`src/rtl/lane_scheduler_pkg.sv`:
```
// Shared constants, coordinate type and FSM encodings for the lane scheduler.
package lane_scheduler_pkg;

   localparam int LANES    = 4;
   localparam int COORD_W  = 6;
   localparam int PERIOD_W = 4;

   typedef logic [COORD_W-1:0] coord_t;

   localparam logic [1:0] ST_IDLE  = 2'd0;
   localparam logic [1:0] ST_SWEEP = 2'd1;
   localparam logic [1:0] ST_DONE  = 2'd2;

   function automatic coord_t lane_field(input logic [LANES*COORD_W-1:0] vec, input int k);
      return vec[k*COORD_W +: COORD_W];
   endfunction

endpackage

```
`src/rtl/lane_scheduler_if.sv`:
```
// Game-side bundle of the lane scheduler: run control, frog position, lane state out.
interface lane_scheduler_if;
   import lane_scheduler_pkg::*;

   logic                     i_Enable;
   coord_t                   i_Frog_X;
   coord_t                   i_Frog_Y;
   logic [LANES*COORD_W-1:0] o_Lane_X;
   logic                     o_Frog_Push;
   logic                     o_Frog_Dir;
   logic                     o_Update_Valid;

   modport master (
      output i_Enable, i_Frog_X, i_Frog_Y,
      input  o_Lane_X, o_Frog_Push, o_Frog_Dir, o_Update_Valid
   );

   modport slave (
      input  i_Enable, i_Frog_X, i_Frog_Y,
      output o_Lane_X, o_Frog_Push, o_Frog_Dir, o_Update_Valid
   );

endinterface

```
`src/rtl/lane_scheduler_tick_gen.sv`:
```
// Base movement divider: counts enabled cycles and flags the terminal count.
module tick_gen #(
   parameter int c_TICK_COUNT = 1250000
) (
   input  logic i_Clk,
   input  logic i_Reset,
   input  logic i_Enable,
   output logic o_Tick
);

   localparam int CW = $clog2(c_TICK_COUNT);
   localparam logic [CW-1:0] LAST = CW'(c_TICK_COUNT - 1);

   logic [CW-1:0] count;

   assign o_Tick = i_Enable && (count == LAST);

   // NOTE: sequential state uses non-blocking assignments so every flop samples pre-edge values.
   always_ff @(posedge i_Clk) begin
      if (i_Reset)
         count <= '0;
      else if (i_Enable)
         count <= o_Tick ? '0 : count + 1'b1;
   end

endmodule

```
`src/rtl/lane_scheduler.sv`:
```
// Sweeps the four lanes one per cycle on each movement tick through one shared step/compare path.
module lane_scheduler
   import lane_scheduler_pkg::*;
#(
   parameter int                       c_TICK_COUNT = 1250000,
   parameter int                       c_GRID_W     = 20,
   parameter int                       c_LOG_LEN    = 3,
   parameter logic [LANES*COORD_W-1:0] c_LANE_ROWS  = {6'd4, 6'd5, 6'd6, 6'd7},
   parameter logic [LANES*PERIOD_W-1:0] c_PERIODS   = {4'd1, 4'd3, 4'd2, 4'd4},
   parameter logic [LANES-1:0]         c_DIRS       = 4'b0101,
   parameter logic [LANES*COORD_W-1:0] c_INIT_X     = {6'd0, 6'd13, 6'd7, 6'd2}
) (
   input logic             i_Clk,
   input logic             i_Reset,
   lane_scheduler_if.slave bus
);

   logic                tick;
   logic [1:0]          state;
   logic                pending;
   logic [1:0]          lane_idx;
   logic [PERIOD_W-1:0] period_cnt [LANES];
   coord_t              lane_x     [LANES];

   coord_t              x_old, x_stepped, row;
   logic                dir, at_edge, step, in_log, push;
   logic [PERIOD_W-1:0] cnt_cur, reload;

   tick_gen #(.c_TICK_COUNT(c_TICK_COUNT)) u_tick_gen (
      .i_Clk    (i_Clk),
      .i_Reset  (i_Reset),
      .i_Enable (bus.i_Enable),
      .o_Tick   (tick)
   );

   // Single datapath: every operand is selected by the lane currently being serviced.
   // NOTE: each always_comb output gets a value on every path, so no latch can be inferred.
   always_comb begin
      x_old     = lane_x[lane_idx];
      row       = lane_field(c_LANE_ROWS, int'(lane_idx));
      dir       = c_DIRS[lane_idx];
      cnt_cur   = period_cnt[lane_idx];
      reload    = c_PERIODS[lane_idx*PERIOD_W +: PERIOD_W] - 4'd1;
      step      = (state == ST_SWEEP) && (cnt_cur == '0);
      at_edge   = dir ? (x_old == coord_t'(c_GRID_W - 1)) : (x_old == '0);
      x_stepped = at_edge ? (dir ? '0 : coord_t'(c_GRID_W - 1))
                          : x_old + (dir ? coord_t'(1) : '1);
      in_log    = ({1'b0, bus.i_Frog_X} >= {1'b0, x_old}) &&
                  ({1'b0, bus.i_Frog_X} <= {1'b0, x_old} + 7'(c_LOG_LEN - 1));
      push      = step && (bus.i_Frog_Y == row) && in_log;
   end

   always_comb begin
      bus.o_Lane_X = '0;
      for (int k = 0; k < LANES; k++)
         bus.o_Lane_X[k*COORD_W +: COORD_W] = lane_x[k];
   end

   assign bus.o_Frog_Push    = push;
   assign bus.o_Frog_Dir     = push & dir;
   assign bus.o_Update_Valid = (state == ST_DONE);

   always_ff @(posedge i_Clk) begin
      if (i_Reset) begin
         state    <= ST_IDLE;
         pending  <= 1'b0;
         lane_idx <= '0;
         // NOTE: the per-lane arrays are tiny register files, so they are reset explicitly.
         for (int k = 0; k < LANES; k++) begin
            period_cnt[k] <= c_PERIODS[k*PERIOD_W +: PERIOD_W] - 4'd1;
            lane_x[k]     <= c_INIT_X[k*COORD_W +: COORD_W];
         end
      end else begin
         if (state == ST_IDLE && pending)
            pending <= 1'b0;
         else if (tick)
            pending <= 1'b1;

         case (state)
            ST_IDLE: begin
               if (pending) begin
                  state    <= ST_SWEEP;
                  lane_idx <= '0;
               end
            end
            ST_SWEEP: begin
               if (step) begin
                  period_cnt[lane_idx] <= reload;
                  lane_x[lane_idx]     <= x_stepped;
               end else begin
                  period_cnt[lane_idx] <= cnt_cur - 4'd1;
               end
               lane_idx <= lane_idx + 2'd1;
               if (lane_idx == 2'd3)
                  state <= ST_DONE;
            end
            ST_DONE:  state <= ST_IDLE;
            default:  state <= ST_IDLE;
         endcase
      end
   end

endmodule

```
`src/flat_wrapper.sv`:
```
// flat-port wrapper written by rule: the top's interface ports become plain ports
module lane_scheduler_flat import lane_scheduler_pkg::*;
#(
   parameter int                       c_TICK_COUNT = 1250000,
   parameter int                       c_GRID_W     = 20,
   parameter int                       c_LOG_LEN    = 3,
   parameter logic [LANES*COORD_W-1:0] c_LANE_ROWS  = {6'd4, 6'd5, 6'd6, 6'd7},
   parameter logic [LANES*PERIOD_W-1:0] c_PERIODS   = {4'd1, 4'd3, 4'd2, 4'd4},
   parameter logic [LANES-1:0]         c_DIRS       = 4'b0101,
   parameter logic [LANES*COORD_W-1:0] c_INIT_X     = {6'd0, 6'd13, 6'd7, 6'd2}
)
  (i_Clk, i_Reset, bus_i_Enable, bus_i_Frog_X, bus_i_Frog_Y, bus_o_Lane_X, bus_o_Frog_Push, bus_o_Frog_Dir, bus_o_Update_Valid);
  lane_scheduler_if bus_i ();
  input logic i_Clk;
  input logic i_Reset;
  input wire logic [$bits(bus_i.i_Enable)-1:0] bus_i_Enable;
  input wire logic [$bits(bus_i.i_Frog_X)-1:0] bus_i_Frog_X;
  input wire logic [$bits(bus_i.i_Frog_Y)-1:0] bus_i_Frog_Y;
  output wire logic [$bits(bus_i.o_Lane_X)-1:0] bus_o_Lane_X;
  output wire logic [$bits(bus_i.o_Frog_Push)-1:0] bus_o_Frog_Push;
  output wire logic [$bits(bus_i.o_Frog_Dir)-1:0] bus_o_Frog_Dir;
  output wire logic [$bits(bus_i.o_Update_Valid)-1:0] bus_o_Update_Valid;
  assign bus_i.i_Enable = bus_i_Enable;
  assign bus_i.i_Frog_X = bus_i_Frog_X;
  assign bus_i.i_Frog_Y = bus_i_Frog_Y;
  assign bus_o_Lane_X = bus_i.o_Lane_X;
  assign bus_o_Frog_Push = bus_i.o_Frog_Push;
  assign bus_o_Frog_Dir = bus_i.o_Frog_Dir;
  assign bus_o_Update_Valid = bus_i.o_Update_Valid;
  lane_scheduler #(.c_TICK_COUNT(c_TICK_COUNT), .c_GRID_W(c_GRID_W), .c_LOG_LEN(c_LOG_LEN), .c_LANE_ROWS(c_LANE_ROWS), .c_PERIODS(c_PERIODS), .c_DIRS(c_DIRS), .c_INIT_X(c_INIT_X)) u_core (.i_Clk(i_Clk), .i_Reset(i_Reset), .bus(bus_i));
endmodule
```
`config.mk`:
```
export PLATFORM = sky130hd
export DESIGN_NAME = lane_scheduler_flat
export DESIGN_NICKNAME = d
export VERILOG_FILES = /design/src/rtl/lane_scheduler_pkg.sv /design/src/rtl/lane_scheduler_if.sv /design/src/rtl/lane_scheduler_tick_gen.sv /design/src/rtl/lane_scheduler.sv /design/src/flat_wrapper.sv
export SDC_FILE = /design/constraint.sdc
export NUM_CORES = 1
export LEC_CHECK = 0
export ABC_AREA = 1
export BUFFER_PORTS_ARGS = -buffer_cell sky130_fd_sc_hd__clkbuf_2
export CORE_AREA = 3 3 98 100
export DETAILED_ROUTE_END_ITERATION = 6
export DIE_AREA = 0 0 101 103
export SYNTH_ARGS = -nofsm -noshare
export SYNTH_HDL_FRONTEND = slang
export SYNTH_SLANG_ARGS = --single-unit
```
`constraint.sdc`:
```
create_clock -name i_Clk -period 2.7 [get_ports i_Clk]
set_clock_uncertainty 0.15 [all_clocks]
set_input_delay 0.54 -clock i_Clk [delete_from_list [all_inputs] [get_ports i_Clk]]
set_output_delay 0.54 -clock i_Clk [all_outputs]
set_load 0.01 [all_outputs]
```
==> results by group <==
Clocking
  – Total CTS buffers: 9
  – Htree depth: 3
  – Worst-path clk slew: 0.08 ns
  – Root Driver: clkbuf_8
  – Sink Count: around 70
  – Hold buffers post-CTS: 0
  – CTS tree: yes
  – Clk_lat worst skew: 0.35 ns
  – CTS Buffer Depth: 2

Finish
  – Nets: 622
  – Final Core Density: 56.54%
  – Layout area overhead: 26.92%
  – Post-Layout Inst Area: 4955 sq um
  – Share of layout cells above drive strength 1: 28.98%
  – Post-route insts no fill: 698
  – # diodes: 0

Placed design
  – DP Wirelength: 7500 um
  – DP Area: roughly 4600 sq um
  – Port buffer count: 41
  – Pre-CTS setup slack: -0.3758 ns
  – Post-placement cell count: 670
  – Final Wtd Congestion: 0.8927

Hold path
  – Min-delay worst type: reg -> reg
  – Worst Hold Depth: 2

Yosys
  – Synthesized Nets: 522
  – Largest area contributor in the netlist: edfxtp_1
  – Seq/Total Area, Yosys: ~45%
  – Synthesized area per cell: 8.049 sq um
  – Async SR Flop Fraction: 0%
  – Post-synth EDFFs: 40
  – #FFs+latches synth: 68
  – Post-synth top area share: 30.77%
  – Synth area leaders: edfxtp_1, dfxtp_1, nand2_1, ha_1, nor2_1
  – Syn. warnings: 0
  – Netlist cell types: 41
  – Post-Syn Area: 3904 sq um
  – Count leader, synth: nand2_1
  – Synth top cells by count: nand2_1, nor2_1, inv_1
  – Post-synthesis cell count: 485
  – Commonest register cell after synthesis: edfxtp_1

Die
  – Die Span Y: ~100 um
  – Core area: 8763 sq um
  – Starting Density: 44.55%
  – Area of the die: 10,400 sq um
  – Die width: a little over 100 um
  – Std-Cell Rows: 34
  – I/O pins: between 40 and 50

Timing
  – Max Fclk: 305.4 MHz
  – Final period utilization: 121.3%
  – Worst setup margin: -0.5742 ns
  – Tightest Pin Transition: 0.7187 ns
  – Slew HR: 51.98%
  – Setup TNS: -1.140 ns
  – Hold Violations, Final: 0
  – Tmin final: approximately 3.3 ns
  – Slew Limit Fails: 0
  – Final-report setup violation count: 2
  – Unrepaired setup endpoints after global routing: true

Run status
  – Outcome: finished, violations left
  – Failing checks: setup timing

Power
  – Internal power: between 1500 and 2000 uW
  – Leak pwr: 0.002146 uW
  – Clock network power share: 39.7%
  – Comb pwr share: 7.6%
  – Sequential Power Share: a little over half
  – Sw frac: 24.28%
  – Power density cells: 427.8 nW/um^2
  – Worst vdd ir: ~0.20 mV
  – P_sw: 514.5 uW

Setup path
  – Crit-path slowest cell: dfxtp_4
  – Critical Path Fanout Max: 9
  – CP required: 2.01 ns
  – Crit path top cell by count: nand2_1
  – Worst Reg2Reg Path Length in Cells: 15
  – CP endpoint kind: output port
  – Worst Setup Path Type: reg -> out
  – Cell breakdown of the critical path: inv_6, nand2_1, nand3_1, nand2_1, inv_2, ha_4, nand3_2, xnor2_1, ha_1, buf_4, a21oi_2, a21oi_1, o31ai_1, nand2_1, nor3_2, buf_2
  – Critical path startpoint category: flip-flop
  – Max incr delay on CP: about 0.39 ns
  – Crit path DAT: 2.58 ns

Global route
  – Initial antenna violation count: 0
  – First-pass GRT wire length: 16,040 um
  – Pin count of the biggest net entering global routing: 13
  – Vias in the first global route: ~3,400
  – Congestion Overflow GR: 0
  – GRT Util Overall: 19.66%

Job
  – Total of max-cap violations: 0

Route
  – Total Wirelength: 9707 um
  – Wire per inst: 13.91 um
  – Drt first-iter violations: 182
  – Antenna Violating Nets Remaining: 0
  – Via/cell ratio: 5.054
  – Via Count: 3,528
  – Residual DRC: 0
  – DR pass1 iterations: 5
==> stage by stage <==
stage	total power [uW]	hold slack, ns
floorplan	1226	0.2881
global placement	1287	0.3066
detailed placement	1290	0.3236
CTS	2128	0.3344
global route	2215	0.3701
finish	2119	0.3270
==> power by group through the flow <==
stage	sequential, uW	clock [uW]	combinational (uW)
final	1120	841	161
after global routing	1120	916	180
after CTS	1120	859	151
after detailed placement	1140	0	147
after global placement	1140	0	143
after floorplan	1150	0	80.3
==> placed cells by master, fill, tap and decap left out, types with 5 or more instances in the layout <==
cell type  count
edfxtp_1      40
nor3_1        13
dfxtp_1       26
nor4_1         9
buf_4         52
xor2_1         7
nand3_2        6
o21ai_0       10
xnor2_1        5
a21oi_1       16
nand3_1       30
nor2_2         5
inv_2         11
clkbuf_2      39
clkbuf_8       9
nand2_1      106
ha_1          18
nor2_1        60
nand2_2       15
nand4_1        6
inv_1         55
==> worst paths after layout <==
| path | start | to | slack, ns |
|---|---|---|---|
| hold / removal | u_core.pending$_SDFFE_PP0P_ | u_core.pending$_SDFFE_PP0P_ | 0.33 |
| setup / recovery | flip-flop | bus_o_Frog_Dir | -0.57 |
| setup reg to reg | u_core.lane_x[1][2]$_SDFFCE_PN1P_ | u_core.lane_x[1][5]$_SDFFCE_PN0P_ | 0.01 |
| hold reg to reg | u_core.pending$_SDFFE_PP0P_ | u_core.pending$_SDFFE_PP0P_ | 0.33 |
==> cells by family (layout without fill, tap and decap cells) <==
logic type / Yosys count / count (layout) / synth area share, %
AND/OR/NAND/NOR: 261 / 261 / 29.58
AO/OA/AOI/OAI: 48 / 48 / 7.885
adder cells (fa/ha/maj): 22 / 22 / 7.244
buffers and inverters: 74 / 179 / 7.468
flip-flops: 68 / 68 / 45.13
XOR/XNOR: 12 / 12 / 2.692
==> state kept, by name, indices dropped and copies added (netlist names), named ones only <==
register and flops:
u_core.state 2, u_core.lane_x 24, u_core.period_cnt 16, u_core.pending 1
u_core.lane_idx 2, u_core.u_tick_gen.count 21
==> timing repair <==
| action | CTS | global route |
|---|---|---|
| endpoints found under the setup margin | 7 | 37 |
| hold endpoints to repair | 0 | 0 |
| gates resized for setup | 12 | 28 |
| pin swaps | 13 | 13 |
| gates cloned | 0 | 0 |
| setup buffers | 8 | 4 |
==> routing by layer <==
| layer | track usage (%) | up-vias | part of all wire (%) |
|---|---|---|---|
| met2 | 31.80 | 76 | 47 |
| met4 | 4.601 | 0 | 0.99 |
| met1 | 27.27 | 1630 | 48 |
| met3 | 3.992 | 9 | 4.1 |
| met5 | 0 | - | 0 |
| li1 | - | 1813 | - |
==> cell type report <==
cell class              count  area (sq um)
clock inverters             6         63.81
inverters                  68         262.8
well taps                 108         135.1
flip-flops and latches     68          1769
repair buffers             95         618.1
multi-input cells         343          1978
clock buffers              10         127.6
fillers                   820          3809
==> worst max-delay path: cells and delay by family, from the launching register on <==
kind / cells / cell delay [ns]
adders and majority gates: 2 / 0.46
DFF: 1 / 0.39
buffers and inverters: 4 / 0.49
AOI/OAI and AO/OA: 3 / 0.25
and+or+nand+nor: 6 / 0.51
xor gates and xnor gates: 1 / 0.13
(Power assumes the default switching activity.)
